File: src/rtl/pio_fade_pkg.sv
// rtl/pio_fade_pkg.sv - shared state encodings and defaults for the PIO LED fader
package pio_fade_pkg;

    typedef enum logic [1:0] {
        ST_OFF  = 2'd0,
        ST_RISE = 2'd1,
        ST_ON   = 2'd2,
        ST_FALL = 2'd3
    } fade_state_t;

    localparam int DEF_CHANNELS = 2;
    localparam int DEF_PWM_BITS = 8;
    localparam int DEF_PRESCALE = 50000;
    localparam int DEF_STEP     = 1;

endpackage

File: src/rtl/pio_led_fader_if.sv
// rtl/pio_led_fader_if.sv - ctrl/led/busy bundle between PIO out_port and the LED fader
interface pio_led_fader_if #(
    parameter int CHANNELS = 2
);
    logic [CHANNELS-1:0] ctrl_in;
    logic [CHANNELS-1:0] led_out;
    logic [CHANNELS-1:0] busy;

    modport master (
        output ctrl_in,
        input  led_out,
        input  busy
    );

    modport slave (
        input  ctrl_in,
        output led_out,
        output busy
    );
endinterface

File: src/rtl/pio_fade_channel.sv
// rtl/pio_fade_channel.sv - one fade FSM with duty register, PWM compare and output flops
module pio_fade_channel
    import pio_fade_pkg::*;
#(
    parameter int PWM_BITS = DEF_PWM_BITS,
    parameter int STEP     = DEF_STEP
) (
    input  logic                clk,
    input  logic                reset_n,
    input  logic                tick,
    input  logic [PWM_BITS-1:0] pwm_cnt,
    input  logic                ctrl_q,
    output logic                led,
    output logic                busy
);

    localparam int                  MAX_DUTY = (1 << PWM_BITS) - 1;
    localparam logic [PWM_BITS-1:0] DUTY_MAX = PWM_BITS'(MAX_DUTY);
    localparam logic [PWM_BITS:0]   STEP_W   = (PWM_BITS+1)'(STEP);

    fade_state_t         state;
    fade_state_t         state_nxt;
    logic [PWM_BITS-1:0] duty;
    logic [PWM_BITS-1:0] duty_nxt;
    logic [PWM_BITS:0]   sum_w;
    logic [PWM_BITS:0]   diff_w;
    logic [PWM_BITS-1:0] duty_up;
    logic [PWM_BITS-1:0] duty_dn;

    // saturating step: one extra bit catches overflow past MAX and borrow below 0
    always_comb begin
        sum_w   = {1'b0, duty} + STEP_W;
        diff_w  = {1'b0, duty} - STEP_W;
        duty_up = (sum_w > {1'b0, DUTY_MAX}) ? DUTY_MAX : sum_w[PWM_BITS-1:0];
        duty_dn = diff_w[PWM_BITS] ? '0 : diff_w[PWM_BITS-1:0];
    end

    // next state and duty; a reversal of ctrl_q wins over reaching the ramp end
    always_comb begin
        state_nxt = state;
        duty_nxt  = duty;
        case (state)
            ST_OFF: begin
                duty_nxt = '0;
                if (ctrl_q) state_nxt = ST_RISE;
            end
            ST_RISE: begin
                if (!ctrl_q)              state_nxt = ST_FALL;
                else if (duty == DUTY_MAX) state_nxt = ST_ON;
                else if (tick)            duty_nxt  = duty_up;
            end
            ST_ON: begin
                duty_nxt = DUTY_MAX;
                if (!ctrl_q) state_nxt = ST_FALL;
            end
            ST_FALL: begin
                if (ctrl_q)          state_nxt = ST_RISE;
                else if (duty == '0) state_nxt = ST_OFF;
                else if (tick)       duty_nxt  = duty_dn;
            end
            default: begin
                state_nxt = ST_OFF;
                duty_nxt  = '0;
            end
        endcase
    end

    // FSM state and duty registers
    always_ff @(posedge clk or negedge reset_n) begin
        if (!reset_n) begin
            state <= ST_OFF;
            duty  <= '0;
        end else begin
            state <= state_nxt;
            duty  <= duty_nxt;
        end
    end

    // registered LED drive (ON forces 100%) and ramp-in-progress flag
    always_ff @(posedge clk or negedge reset_n) begin
        if (!reset_n) begin
            led  <= 1'b0;
            busy <= 1'b0;
        end else begin
            led  <= (state == ST_ON) | (pwm_cnt < duty);
            busy <= (state == ST_RISE) | (state == ST_FALL);
        end
    end

endmodule

File: src/rtl/pio_led_fader.sv
// rtl/pio_led_fader.sv - top: ctrl sync register, shared prescaler and PWM counter, channel array
module pio_led_fader
    import pio_fade_pkg::*;
#(
    parameter int CHANNELS = DEF_CHANNELS,
    parameter int PWM_BITS = DEF_PWM_BITS,
    parameter int PRESCALE = DEF_PRESCALE,
    parameter int STEP     = DEF_STEP
) (
    input  logic           clk,
    input  logic           reset_n,
    pio_led_fader_if.slave bus
);

    localparam int            PW       = (PRESCALE > 1) ? $clog2(PRESCALE) : 1;
    localparam logic [PW-1:0] PRE_LAST = PW'(PRESCALE - 1);

    logic [CHANNELS-1:0] ctrl_q;
    logic [PW-1:0]       presc_cnt;
    logic                tick;
    logic [PWM_BITS-1:0] pwm_cnt;
    logic [CHANNELS-1:0] led_vec;
    logic [CHANNELS-1:0] busy_vec;

    assign tick = (presc_cnt == PRE_LAST);

    // one register stage on the PIO levels; the FSMs look at levels only
    always_ff @(posedge clk or negedge reset_n) begin
        if (!reset_n) ctrl_q <= '0;
        else          ctrl_q <= bus.ctrl_in;
    end

    // ramp-tick prescaler shared by all channels, never restarted by ctrl changes
    always_ff @(posedge clk or negedge reset_n) begin
        if (!reset_n)  presc_cnt <= '0;
        else if (tick) presc_cnt <= '0;
        else           presc_cnt <= presc_cnt + 1'b1;
    end

    // free-running PWM counter, wraps naturally every 2**PWM_BITS cycles
    always_ff @(posedge clk or negedge reset_n) begin
        if (!reset_n) pwm_cnt <= '0;
        else          pwm_cnt <= pwm_cnt + 1'b1;
    end

    for (genvar g = 0; g < CHANNELS; g++) begin : g_ch
        pio_fade_channel #(
            .PWM_BITS (PWM_BITS),
            .STEP     (STEP)
        ) u_ch (
            .clk     (clk),
            .reset_n (reset_n),
            .tick    (tick),
            .pwm_cnt (pwm_cnt),
            .ctrl_q  (ctrl_q[g]),
            .led     (led_vec[g]),
            .busy    (busy_vec[g])
        );
    end

    assign bus.led_out = led_vec;
    assign bus.busy    = busy_vec;

endmodule

File: src/flat_wrapper.sv
// flat-port wrapper written by rule: the top's interface ports become plain ports
module pio_led_fader_flat import pio_fade_pkg::*;
#(
    parameter int CHANNELS = DEF_CHANNELS,
    parameter int PWM_BITS = DEF_PWM_BITS,
    parameter int PRESCALE = DEF_PRESCALE,
    parameter int STEP     = DEF_STEP
)
  (clk, reset_n, bus_ctrl_in, bus_led_out, bus_busy);
  pio_led_fader_if #(.CHANNELS(CHANNELS)) bus_i ();
  input  logic clk;
  input  logic reset_n;
  input wire logic [$bits(bus_i.ctrl_in)-1:0] bus_ctrl_in;
  output wire logic [$bits(bus_i.led_out)-1:0] bus_led_out;
  output wire logic [$bits(bus_i.busy)-1:0] bus_busy;
  assign bus_i.ctrl_in = bus_ctrl_in;
  assign bus_led_out = bus_i.led_out;
  assign bus_busy = bus_i.busy;
  pio_led_fader #(.CHANNELS(CHANNELS), .PWM_BITS(PWM_BITS), .PRESCALE(PRESCALE), .STEP(STEP)) u_core (.clk(clk), .reset_n(reset_n), .bus(bus_i));
endmodule
File: config.mk
export PLATFORM = sky130hd
export DESIGN_NAME = pio_led_fader_flat
export DESIGN_NICKNAME = d
export VERILOG_FILES = /design/src/rtl/pio_fade_pkg.sv /design/src/rtl/pio_led_fader_if.sv /design/src/rtl/pio_fade_channel.sv /design/src/rtl/pio_led_fader.sv /design/src/flat_wrapper.sv
export SDC_FILE = /design/constraint.sdc
export NUM_CORES = 1
export LEC_CHECK = 0
export BUFFER_PORTS_ARGS = -buffer_cell sky130_fd_sc_hd__buf_2
export CAP_MARGIN = 20
export CORE_MARGIN = 2
export CORE_UTILIZATION = 54
export DETAILED_ROUTE_END_ITERATION = 10
export GPL_TIMING_DRIVEN = 0
export PLACE_DENSITY_LB_ADDON = 0.08
export SYNTH_ARGS = -nofsm -noshare
export SYNTH_HDL_FRONTEND = slang
export SYNTH_SLANG_ARGS = --single-unit
export TNS_END_PERCENT = 30
File: constraint.sdc
create_clock -name clk -period 2 [get_ports clk]
set_input_delay 0.1 -clock clk [delete_from_list [all_inputs] [get_ports clk]]
set_output_delay 0.1 -clock clk [all_outputs]
set_load 0.05 [all_outputs]
## Word level (Yosys, flattened, before mapping)

Cells that the tools add are included.

| storage, ports and cells | value |
|---|---|
| word-level logic and storage cells | 95 |
| register bits | 50 |
| memories | 0 |
| bits in read-only memories | 0 |
| bits of input ports | 4 |
| RAM bits | 0 |
| bits in latches | 0 |

| cells by class | value |
|---|---|
| bitwise gates (word level) | 4 |
| reduce and logical (&&, ||, !) cells | 8 |
| muxes and demuxes | 33 |
| shift-type cells | 0 |
| divide/modulo/power cells | 0 |
| multiply operators | 0 |
| add/sub/neg operators | 6 |
| order comparisons | 4 |
| eq/ne operators | 29 |

Operators by type and width:

| cell | number |
|---|---|
| $mux W8 | 16 |
| $pmux W8 S4 | 2 |
| $mux W2 | 12 |
| $ne A2 B2 Y1 const B | 12 |
| $add A8 B1 Y9 const B | 2 |
| $gt A9 B8 Y1 const B | 2 |
| $sub A8 B1 Y9 const B | 2 |
| $add A16 B1 Y16 const B | 1 |
| $eq A16 B16 Y1 const B | 1 |
| $eq A8 B8 Y1 const B | 2 |
| $logic_not A8 Y1 | 2 |
| $lt A8 B8 Y1 | 2 |
| $mux W16 | 1 |
| $pmux W2 S4 | 2 |
| $reduce_and A6 Y1 | 2 |
| $add A8 B1 Y8 const B | 1 |
| $eq A2 B2 Y1 const B | 4 |
| $ne A2 B1 Y1 const B | 4 |
| $reduce_and A4 Y1 | 2 |
| $ne A3 B2 Y1 const B | 2 |
| $ne A3 B3 Y1 const B | 2 |
| $eq A2 B1 Y1 const B | 2 |
| $logic_not A2 Y1 | 2 |
| $or A1 B1 Y1 | 4 |

## Logic depth before layout (Yosys ltp)

Gate-level depths: netlist of the first run.

| logic depth | value |
|---|---|
| word-level depth | 7 |
| mapped depth | 9 |
| mapped depth without buffers | 8 |

## Modules after synthesis

From an unflattened synthesis of the first run, not the netlist that was laid out.

| second synthesis, totals | value |
|---|---|
| cells, all modules | 357 |
| area total of the unflattened synthesis | 3407.0 µm² |

By module, submodules not included:

| module | times used | sequential area each (µm²) | cells each | area each (µm²) |
|---|---|---|---|---|
| pio_fade_channel | 2 | 300.3 | 133 | 1154.9 |
| pio_led_fader | 1 | 650.6 | 91 | 1097.3 |

## Worst setup path before layout of the first run

No wires, ideal clock.

| timing | value |
|---|---|
| kind | register to register |
| start | register u_core.g_ch[0].u_ch.duty[0] |
| end | register u_core.g_ch[0].u_ch.duty[3] |
| arrival time | 2122 ps |
| buffers on the path | 1 |
| setup time | 66 ps |
| slack | -188 ps |
| stages on the path, launching flop included | 10 |
| period minus slack after synthesis | 2188 ps |
| cell sequence | dfrtp_1 clkbuf_1 inv_1 ha_1 nor3b_2 a21oi_1 a21oi_1 or3_1 o2111ai_1 a22o_1 |

| between the ends | value |
|---|---|
| word-level cells in the longest chain between the ends | 7 |
| elaborated cells on any way between the ends | 17 |
| those cells by class | add/sub: 2; order compare: 1; eq/ne: 3; mux: 9; reduce/logical: 2 |

RTL lines:

| item | line | text |
|---|---|---|
| from (decl) | pio_fade_channel.sv:23 | `logic [PWM_BITS-1:0] duty;` |
| from (signal assigned) | pio_fade_channel.sv:75 | `duty <= duty_nxt;` |
| $add A8 B1 Y9 | pio_fade_channel.sv:32 | `sum_w = {1'b0, duty} + STEP_W;` |
| $gt A9 B8 Y1 | pio_fade_channel.sv:34 | `duty_up = (sum_w > {1'b0, DUTY_MAX}) ? DUTY_MAX : sum_w[PWM_BITS-1:0];` |
| $mux W8 | pio_fade_channel.sv:34 |  |
| $mux W8 | pio_fade_channel.sv:50 | `else if (tick) duty_nxt = duty_up;` |
| $mux W8 | pio_fade_channel.sv:49 | `else if (duty == DUTY_MAX) state_nxt = ST_ON;` |
| $mux W8 | pio_fade_channel.sv:48 | `if (!ctrl_q) state_nxt = ST_FALL;` |
| $pmux W8 S4 | pio_fade_channel.sv:42 | `case (state)` |

Several ways; a longest one is shown, not always the timed one. The select of a mux whose other input is x is not followed.
A chain may end at the register's enable or synchronous reset.

## Worst setup path after layout of the first run

| timing | value |
|---|---|
| start | register u_core.g_ch[0].u_ch.duty[7] |
| end | register u_core.g_ch[0].u_ch.duty[1] |

The elaborated chain is that of the path after synthesis.

==> summary.txt, run 1 <==
Drt
  • DR WL/cell: 15.8 um
  • Vias: 2899
  • Drt via density: 5.97
  • # DRC: 0
  • Antenna-violating nets left: 0
  • DRT Wirelength: 7680 um
  • Drt pass-1 iters: 5
  • Initial DRC count: 115

Die
  • Area of the core: 6240 sq um
  • Die W: 83.8 um
  • Die Height: 83.8 um
  • I/O pins: 8
  • Initial Util: 0.550
  • FP Rows: 29
  • Die area: 7010 sq um

Pwr
  • Sw power: 2.69 mW
  • Combinational share of power: 0.638
  • Switching part of the total power: 0.439
  • Pwr Density: 1460 nW/um^2
  • Seq pwr share: 0.246
  • Clk pwr share: 0.116
  • Tot Pwr: 6.14 mW
  • P_int: 3.45 mW
  • Leak Pwr: 1.88 nW
  • Peak supply drop: 0.987 mV

Timing
  • Clock skew: 0.0138 ns
  • Final hold slack: 0.255 ns
  • Period utilization: 0.988
  • Setup-failing EPs final: 0
  • RSZ-0062 raised after global routing: true
  • F_max: 506 MHz
  • Setup TNS: 0 ns
  • Final min period: 1.98 ns
  • Slew Limit Headroom: 0.689
  • Slew Limit Fails: 0
  • PnR worst setup slack: 0.0235 ns
  • Final hold vios: 0
  • Least-Margin Pin Slew: 0.463 ns

GRT
  • Vias in the first global route: 2699
  • Largest net degree at the start of global routing: 34
  • First-pass GRT wire length: 12600 um
  • Total grt overflow: 0
  • Tot GR Track Use: 0.218
  • Initial antenna violation count: 0

Synthesis
  • Most frequent cell after synthesis: dfrtp_1
  • Post-synth EDFFs: 0
  • Syn Inst Count: 365
  • Seq/Total Area, Yosys: 0.364
  • Post-synth top area share: 0.364
  • Library cells used by synthesis: 60
  • Ys flop type: dfrtp_1
  • Fraction of synthesis flops using an asynchronous set or reset pin: 1.00
  • Synth Register Bits: 50
  • Syn Nets: 400
  • Post-Syn Area: 3430 sq um
  • Commonest cells post-synth: dfrtp_1, ha_1, inv_1
  • Cell taking the most area after synthesis: dfrtp_1
  • Syn avg cell area: 9.41 sq um
  • Top cells by area, synth: dfrtp_1, ha_1, xnor2_1
  • Number of synthesis warnings: 0

Place
  • I/O Buffers: 7
  • DP Worst Slack: -0.284 ns
  • Post-DP HPWL: 5030 um
  • Placed cell areas: 3590 sq um
  • GP Congestion: 0.927

Cells and area
  • Share of cells above drive strength 1: 0.267
  • Fin nets: 444
  • # fillers: 498
  • Area Overhead vs Synth: 22.3%
  • Antenna diodes: 0
  • Post-route cell area: 4200 sq um

Clocking
  • Clock Tree Buf Depth: 2
  • Clock network latency to the later pin of the worst-skew pair: 0.31 ns
  • H-tree Lvls: 2
  • Clock tree sinks: 50
  • Root Driver: clkbuf_8
  • Clock buffers created by TritonCTS: 5
  • Worst-path clk slew: 0.10 ns
  • TritonCTS clock tree: built

Critical path
  • End of the worst register-to-register path: u_core.g_ch[0].u_ch.duty[1]
  • Startpoint Class: flop
  • Crit path required time: 2.20 ns
  • R2R Path Start: u_core.g_ch[0].u_ch.duty[7]
  • Reg2reg setup slack: 0.02 ns
  • Setup crit end: u_core.g_ch[0].u_ch.duty[1]
  • Critical path data arrival time: 2.17 ns
  • R2R depth: 7
  • Worst setup startpoint: u_core.g_ch[0].u_ch.duty[7]
  • Worst Setup Path Type: reg -> reg
  • Crit. End Element: flop
  • Max FO, Critical Path: 6

Outcome
  • Outcome: completed

Run
  • MaxCap Viol Count: 0

Worst hold path
  • HP Class: in -> async
cell families (layout without fill, tap and decap cells):
kind of cell             after synthesis  count (layout)  synth area share
AND/OR/NAND/NOR                      115             115             0.183
multiplexers                           5               5            0.0153
flip-flops                            50              50             0.364
adder cells (fa/ha/maj)               31              31             0.113
XOR/XNOR                              26              26            0.0663
AO/OA/AOI/OAI                         90              90             0.192
buffers and inverters                 48              92            0.0663
critical path, stage by stage, from the launching register on:
cell and delay, ns:
dfrtp_2 0.47, nor4_4 0.29, nand4_1 0.20, and3_4 0.23, a311oi_4 0.25, buf_6 0.18, nor2_4 0.06, a22o_1 0.19
registers in the layout (all words and copies together), names as in the netlist:
signal and count:
u_core.g_ch.u_ch.duty 16, u_core.presc_cnt 16, u_core.pwm_cnt 8, u_core.g_ch.u_ch.state 4
u_core.ctrl_q 2, u_core.g_ch.u_ch.busy 2, u_core.g_ch.u_ch.led 2
cells in the final DEF, fill, tap and decap left out, types with 8 or more instances in the layout:
cell type  Yosys  final
buf_4          5     29
nor2_1        28     26
a21oi_1       14     13
nand2_1       26     26
nor3_1        10      8
ha_1          31     26
o21ai_0       10      9
xnor2_1       15     15
buf_2          5      9
inv_1         31     28
dfrtp_2        0     10
dfrtp_1       50     40
a22o_1         8      8
xor2_1        11     11
nand3_1       14     13
how the worst min path moves through the flow:
stage,end,slack [ns],cells past startpoint
floorplan,u_core.ctrl_q[0],-0.20,0
global placement,u_core.ctrl_q[1],0.21,1
detailed placement,u_core.g_ch[1].u_ch.duty[4],0.07,1
CTS,u_core.g_ch[1].u_ch.duty[4],0.26,2
global route,u_core.g_ch[1].u_ch.duty[4],0.30,2
finish,u_core.g_ch[1].u_ch.duty[4],0.26,2
repair_timing:
action | CTS | global route
gates cloned | 1 | 0
setup buffers | 10 | 17
endpoints found under the setup margin | 16 | 19
endpoints found under the hold margin | 19 | 0
hold buffers | 3 | 0
resized for setup | 27 | 44
pin swaps | 6 | 12
per-stage QoR:
| stage | std cells | utilization |
|---|---|---|
| 2_1_floorplan | 365 | - |
| 3_3_place_gp | 449 | 0.572 |
| 3_5_place_dp | 450 | 0.575 |
| 4_1_cts | 469 | 0.628 |
| 5_1_grt | 486 | 0.673 |
| 6_report | 486 | 0.673 |
power groups by stage:
stage                     clock network (mW)  logic, mW  registers [mW]
after floorplan                            0       2.48            1.43
after detailed placement                   0       3.05            1.49
final                                  0.710       3.92            1.51
after global routing                   0.773       4.29            1.54
after global placement                     0       3.03            1.48
after CTS                              0.732       3.48            1.52
final cells by class:
class | count | area, sq um | area share
plain buffers | 15 | 134 | 0.0319
clock inverters | 2 | 38.8 | 0.00923
clock buffers | 5 | 68.8 | 0.0164
well taps | 77 | 96.3 | 0.0229
inverters | 31 | 119 | 0.0283
repair buffers | 39 | 319 | 0.0759
flip-flops and latches | 50 | 1260 | 0.301
multi-input cells | 267 | 2160 | 0.515
metal layers:
layer / share of wire / global-route usage / routed length [um]
met5: 0 / 0 / 0
met4: 0.021 / 0.0660 / 164
met3: 0.050 / 0.0326 / 380
met2: 0.48 / 0.364 / 3660
met1: 0.45 / 0.295 / 3470
No activity file was read; power rests on OpenSTA's default activity.
==> inputs of run 2 (changes only) <==
--- a/config.mk
+++ b/config.mk
@@ -9,6 +9,7 @@
 export CAP_MARGIN = 20
 export CORE_MARGIN = 2
 export CORE_UTILIZATION = 54
+export CTS_BUF_LIST = sky130_fd_sc_hd__clkbuf_2 sky130_fd_sc_hd__clkbuf_4 sky130_fd_sc_hd__clkbuf_8
 export DETAILED_ROUTE_END_ITERATION = 10
 export GPL_TIMING_DRIVEN = 0
 export PLACE_DENSITY_LB_ADDON = 0.08
==> constraint.sdc (replaced) <==
create_clock -name clk -period 2 [get_ports clk]
set_input_delay 0.6 -clock clk [delete_from_list [all_inputs] [get_ports clk]]
set_output_delay 0.6 -clock clk [all_outputs]
set_load 0.05 [all_outputs]
==> run 2 against run 1 <==
Compared with the run above: maximum frequency increased by 0.32%; utilization decreased by 0.48 points; largest power group unchanged; worst setup slack improved by 0.0063 ns; sequential cell count unchanged; first-iteration DRC count increased by 7.0%; largest cell class unchanged; worst hold slack got worse by 0.032 ns; clock skew about the same; highest routed layer unchanged.
==> summary.txt, run 2 (synthesized netlist as in run 1, its figures left out) <==
Outcome
  • Outcome: completed

Cells and area
  • Commonest non-fill, non-tap cell in the layout: dfrtp_1
  • Area Overhead vs Synth: 21.5%
  • Fin nets: 441 (-0.68%)
  • Post-route cell area: 4170 sq um (-0.71%)
  • Most frequent cells in the layout: dfrtp_1, buf_4, inv_1
  • Antenna diodes: 0 (unchanged)
  • Share of cells above drive strength 1: 0.268 (+0.00197)
  • Biggest regs: u_core.g_ch.u_ch.duty x16, u_core.presc_cnt x16, u_core.pwm_cnt x8

Die
  • Area of the core: 6240 sq um (unchanged)
  • FP Rows: 29 (unchanged)
  • I/O pins: 8 (unchanged)
  • Die Height: 83.8 um (unchanged)
  • Die area: 7010 sq um (unchanged)
  • Die W: 83.8 um (unchanged)
  • Initial Util: 0.550 (unchanged)

Critical path
  • Startpoint Class: flop
  • Crit path required time: 2.19 ns (about the same)
  • R2R depth: 7 (unchanged)
  • Worst setup startpoint: u_core.g_ch[0].u_ch.duty[7]
  • End of the worst register-to-register path: u_core.g_ch[0].u_ch.duty[1]
  • Max FO, Critical Path: 6 (unchanged)
  • Setup crit end: u_core.g_ch[0].u_ch.duty[1]
  • Worst Setup Path Type: reg -> reg
  • Crit. End Element: flop
  • R2R Path Start: u_core.g_ch[0].u_ch.duty[7]
  • Reg2reg setup slack: 0.03 ns (about the same)
  • Critical path data arrival time: 2.17 ns (about the same)

Clocking
  • Clock tree sinks: 50 (unchanged)
  • H-tree Lvls: 2 (unchanged)
  • TritonCTS clock tree: built
  • Clock buffers created by TritonCTS: 5 (unchanged)
  • Clock Tree Buf Depth: 2 (unchanged)
  • Root Driver: clkbuf_8
  • Worst-path clk slew: 0.10 ns (about the same)
  • Clock network latency to the later pin of the worst-skew pair: 0.30 ns (about the same)

Run
  • MaxCap Viol Count: 0 (unchanged)

Drt
  • DRT Wirelength: 7670 um (-0.10%)
  • Drt pass-1 iters: 5 (unchanged)
  • DR WL/cell: 15.9 um (+0.52%)
  • Initial DRC count: 123 (+7.0%)
  • Vias: 2873 (-0.90%)
  • Antenna-violating nets left: 0 (unchanged)
  • Drt via density: 5.95 (-0.28%)
  • # DRC: 0 (unchanged)

Timing
  • Slew Limit Fails: 0 (unchanged)
  • Final hold vios: 0 (unchanged)
  • Period utilization: 0.985 (-0.00317)
  • Slew Limit Headroom: 0.679 (-0.0102)
  • Least-Margin Pin Slew: 0.478 ns (+0.0151 ns)
  • Final min period: 1.97 ns (-0.00633 ns)
  • Final hold slack: 0.223 ns (-0.0320 ns)
  • RSZ-0062 raised after global routing: true
  • Setup-failing EPs final: 0 (unchanged)
  • Clock skew: 0.0140 ns (+0.000150 ns)
  • F_max: 508 MHz (+0.32%)

Place
  • Post-DP HPWL: 5030 um (unchanged)
  • I/O Buffers: 7 (unchanged)
  • Placed cell areas: 3590 sq um (unchanged)
  • GP Congestion: 0.927 (unchanged)

GRT
  • Initial antenna violation count: 0 (unchanged)
  • Tot GR Track Use: 0.217 (-0.000839)
  • Vias in the first global route: 2695 (-0.15%)
  • Total grt overflow: 0 (unchanged)
  • First-pass GRT wire length: 12500 um (-0.38%)
  • Largest net degree at the start of global routing: 34 (unchanged)

Pwr
  • Peak supply drop: 0.953 mV (-3.4%)
  • Leak Pwr: 1.86 nW (-0.67%)
  • Pwr Density: 1470 nW/um^2 (+0.90%)
  • Tot Pwr: 6.15 mW (+0.18%)

Worst hold path
  • HP Class: in -> async
-- run 2: cell types whose count changed in the layout (fill, tap and decap cells not counted) --
cell	previous run	this run
dlygate4sd3_1	3	0
-- run 2: cell type report --
class,instances,area [sq um]
clock inverters,2,38.8
inverters,31,119
fillers,501,2070
repair buffers,36,289
flip-flops and latches,50,1260
plain buffers,15,134
clock buffers,5,68.8
multi-input cells,267,2160
well taps,77,96.3
-- run 2: what timing repair did --
item,4_1_cts,5_1_grt
pin swaps,6,12
resized for setup,27,44
endpoints found under the setup margin,16,19
hold buffers,0,0
cloned,1,0
setup buffers,10,17
-- run 2: power breakdown --
part	switching [mW]	leakage [nW]	total (mW)	internal (mW)
Combinational	2.11	1.20	3.93	1.82
Sequential	0.256	0.612	1.51	1.26
Clock	0.342	0.0542	0.710	0.369
-- run 2: per-layer routing --
| metal | GRT usage | share of wire |
|---|---|---|
| met5 | 0 | 0 |
| met4 | 0.0660 | 0.018 |
| met3 | 0.0326 | 0.049 |
| met2 | 0.361 | 0.48 |
| met1 | 0.295 | 0.46 |
-- run 2: worst min path at each step --
stage,cells past startpoint,endpoint,slack (ns)
floorplan,0,u_core.ctrl_q[0],0.30
global placement,1,u_core.presc_cnt[0],0.48
detailed placement,1,u_core.presc_cnt[12],0.49
CTS,1,u_core.g_ch[1].u_ch.duty[4],0.23
global route,1,u_core.g_ch[1].u_ch.duty[4],0.25
finish,1,u_core.g_ch[1].u_ch.duty[4],0.22
-- run 2: worst max-delay path: stages (launching register included) --
cell      delay, ns
dfrtp_2        0.47
nor4_4         0.30
nand4_1        0.19
and3_4         0.22
a311oi_4       0.25
buf_6          0.18
nor2_4         0.06
a22o_1         0.19
-- run 2: through the flow --
| step | instances | setup TNS [ns] | util | setup slack, ns |
|---|---|---|---|---|
| 3_3_place_gp | 449 | -2.18 | 0.572 | -0.310 |
| 3_5_place_dp | 450 | -2.15 | 0.575 | -0.284 |
| 6_report | 483 | 0 | 0.668 | 0.0299 |
| 4_1_cts | 466 | 0 | 0.623 | 0.000539 |
| 2_1_floorplan | 365 | 0 | - | 0.00543 |
| 5_1_grt | 483 | -0.387 | 0.668 | -0.0516 |
==> inputs of run 3 (changes only) <==
--- a/config.mk
+++ b/config.mk
@@ -8,7 +8,7 @@
 export BUFFER_PORTS_ARGS = -buffer_cell sky130_fd_sc_hd__buf_2
 export CAP_MARGIN = 20
 export CORE_MARGIN = 2
-export CORE_UTILIZATION = 54
+export CORE_UTILIZATION = 59
 export CTS_BUF_LIST = sky130_fd_sc_hd__clkbuf_2 sky130_fd_sc_hd__clkbuf_4 sky130_fd_sc_hd__clkbuf_8
 export DETAILED_ROUTE_END_ITERATION = 10
 export GPL_TIMING_DRIVEN = 0
==> run 3 against run 2 <==
Compared with the run above: the flow now finishes with violations (setup timing); maximum frequency decreased by 3.3%; combinational power decreased by 5%; non-clock buffer count decreased by 8; sequential cell count unchanged; critical endpoint is now u_core.g_ch[0].u_ch.duty[7].
==> summary.txt, run 3 (synthesized netlist as in run 1, its figures left out) <==
Drt
  • Drt via density: 6.02 (+1.3%)
  • Vias: 2837 (-1.3%)
  • Antenna-violating nets left: 0 (unchanged)
  • DRT Wirelength: 7690 um (+0.31%)
  • Drt pass-1 iters: 4 (-1)
  • # DRC: 0 (unchanged)
  • DR WL/cell: 16.3 um (+2.9%)
  • Initial DRC count: 200 (+63%)

Clocking
  • TritonCTS clock tree: built
  • H-tree Lvls: 2 (unchanged)
  • Hold_buf cts: 0 (unchanged)
  • Clock network latency to the later pin of the worst-skew pair: 0.30 ns (about the same)
  • Root Driver: clkbuf_8
  • Clock Tree Buf Depth: 2 (unchanged)
  • Worst-path clk slew: 0.10 ns (about the same)
  • Clock tree sinks: 50 (unchanged)
  • Clock buffers created by TritonCTS: 5 (unchanged)

Worst hold path
  • HP Class: in -> async

Cells and area
  • Share of cells above drive strength 1: 0.243 (-0.0254)
  • Most frequent cells in the layout: dfrtp_1, inv_1, nand2_1, ha_1, nor2_1
  • Area Overhead vs Synth: 17.4%
  • # fillers: 430 (-14%)
  • Final std cells w/o fill: 471 (-2.5%)
  • Biggest regs: u_core.g_ch.u_ch.duty x16, u_core.presc_cnt x16, u_core.pwm_cnt x8
  • Post-route cell area: 4030 sq um (-3.3%)
  • Antenna diodes: 0 (unchanged)
  • Reg area: 1260 sq um (about the same)
  • Fin nets: 433 (-1.8%)
  • Area used by multi-input combinational logic: 2100 sq um (-2.8%)
  • Commonest non-fill, non-tap cell in the layout: dfrtp_1

Die
  • Initial Util: 0.616 (+0.0658)
  • Die Height: 80.3 um (-4.1%)
  • Die W: 80.3 um (-4.1%)
  • Area of the core: 5570 sq um (-11%)
  • I/O pins: 8 (unchanged)
  • FP Rows: 27 (-6.9%)
  • Die area: 6450 sq um (-8.1%)

GRT
  • Initial antenna violation count: 0 (unchanged)
  • Total grt overflow: 0 (unchanged)
  • Largest net degree at the start of global routing: 51 (+50%)
  • Tot GR Track Use: 0.248 (+0.0306)
  • Vias in the first global route: 2691 (-0.15%)
  • First-pass GRT wire length: 12700 um (+1.7%)

Timing
  • Clock skew: 0.00618 ns (-0.00779 ns)
  • F_max: 491 MHz (-3.3%)
  • PnR worst setup slack: -0.0381 ns (-0.0680 ns)
  • Setup-failing EPs final: 4 (+4)
  • Slew Limit Fails: 0 (unchanged)
  • Slew Limit Headroom: 0.572 (-0.107)
  • Final hold vios: 0 (unchanged)
  • Period utilization: 1.02 (+0.0340)
  • Final min period: 2.04 ns (+0.0680 ns)
  • RSZ-0062 raised after global routing: true
  • Setup TNS: -0.0781 ns (-0.0781 ns)
  • Least-Margin Pin Slew: 0.637 ns (+0.159 ns)

Pwr
  • Leak Pwr: 1.82 nW (-2.6%)
  • Pwr Density: 1490 nW/um^2 (+1.0%)
  • Peak supply drop: 1.02 mV (+7.5%)

Place
  • Placed instance count: 444 (-1.3%)
  • Placed cell areas: 3560 sq um (-0.73%)
  • Post-DP HPWL: 5100 um (+1.4%)
  • I/O Buffers: 7 (unchanged)
  • GP Congestion: 0.940 (+1.5%)
  • DP Worst Slack: -0.310 ns (-0.0260 ns)

Outcome
  • Outcome: complete, but fails checks
  • Violations in the final reports: setup timing

Critical path
  • Max FO, Critical Path: 8 (+2)
  • Worst Setup Path Type: reg -> reg
  • Crit path required time: 2.19 ns (about the same)
  • Startpoint Class: flop
  • Critical path data arrival time: 2.23 ns (+0.06 ns)
  • Crit. End Element: flop

Run
  • MaxCap Viol Count: 0 (unchanged)
-- run 3: cell types whose count changed in the layout (fill, tap and decap cells not counted), sizes merged --
cell,previous run,this run
clkinv,1,0
clkbuf,7,9
buf,49,40
inv,31,32
-- run 3: through the flow --
step	hold slack [ns]	power [mW]	utilization
6_report	0.220	6.01	0.723
5_1_grt	0.238	6.44	0.723
4_1_cts	0.391	5.74	0.699
3_5_place_dp	0.485	4.56	0.640
3_3_place_gp	0.481	4.50	0.640
2_1_floorplan	0.304	3.91	-
-- run 3: where the power goes --
part	leakage (nW)	internal, mW	switching (mW)
Clock	0.0618	0.412	0.340
Sequential	0.615	1.26	0.252
Combinational	1.14	1.67	2.07
-- run 3: worst max-delay path: stages (launching register included) --
cell and delay [ns]:
dfrtp_2 0.49, ha_4 0.21, nand3_1 0.09, nor2_2 0.06, a31oi_2 0.34, a21boi_4 0.34
o221ai_1 0.18, a22o_1 0.22
-- run 3: path summary, 6_finish.rpt --
path	startpoint	to	slack [ns]	cells past startpoint
setup / recovery	u_core.g_ch[0].u_ch.duty[1]	u_core.g_ch[0].u_ch.duty[7]	-0.04	7
hold / removal	reset_n	u_core.g_ch[1].u_ch.duty[6]	0.22	1
setup reg to reg	u_core.g_ch[0].u_ch.duty[1]	u_core.g_ch[0].u_ch.duty[7]	-0.04	7
hold reg to reg	u_core.presc_cnt[10]	u_core.presc_cnt[10]	0.51	1
max in group asynchronous	reset_n	u_core.g_ch[0].u_ch.duty[0]	1.25	2
min in group clk	bus_ctrl_in[1]	u_core.ctrl_q[1]	0.40	1
-- run 3: layout make-up --
type,count,area share
Clock inverter,2,0.00962
Inverter,31,0.0301
Buffer,15,0.0332
Tap cell,72,0.0223
Clock buffer,6,0.0205
Timing Repair Buffer,28,0.0503
Multi-Input combinational cell,267,0.521
Sequential cell,50,0.313
-- run 3: timing repair --
action	4_1_cts	5_1_grt
cloned	1	0
pin swaps	8	2
buffers inserted	10	9
resized for setup	33	21
hold endpoints to repair	0	0
setup endpoints to repair	17	16
-- run 3: routing by layer --
layer | GRT usage | wire [um]
met5 | 0 | 0
met4 | 0.0644 | 130
met3 | 0.0337 | 298
met2 | 0.424 | 3760
met1 | 0.330 | 3500
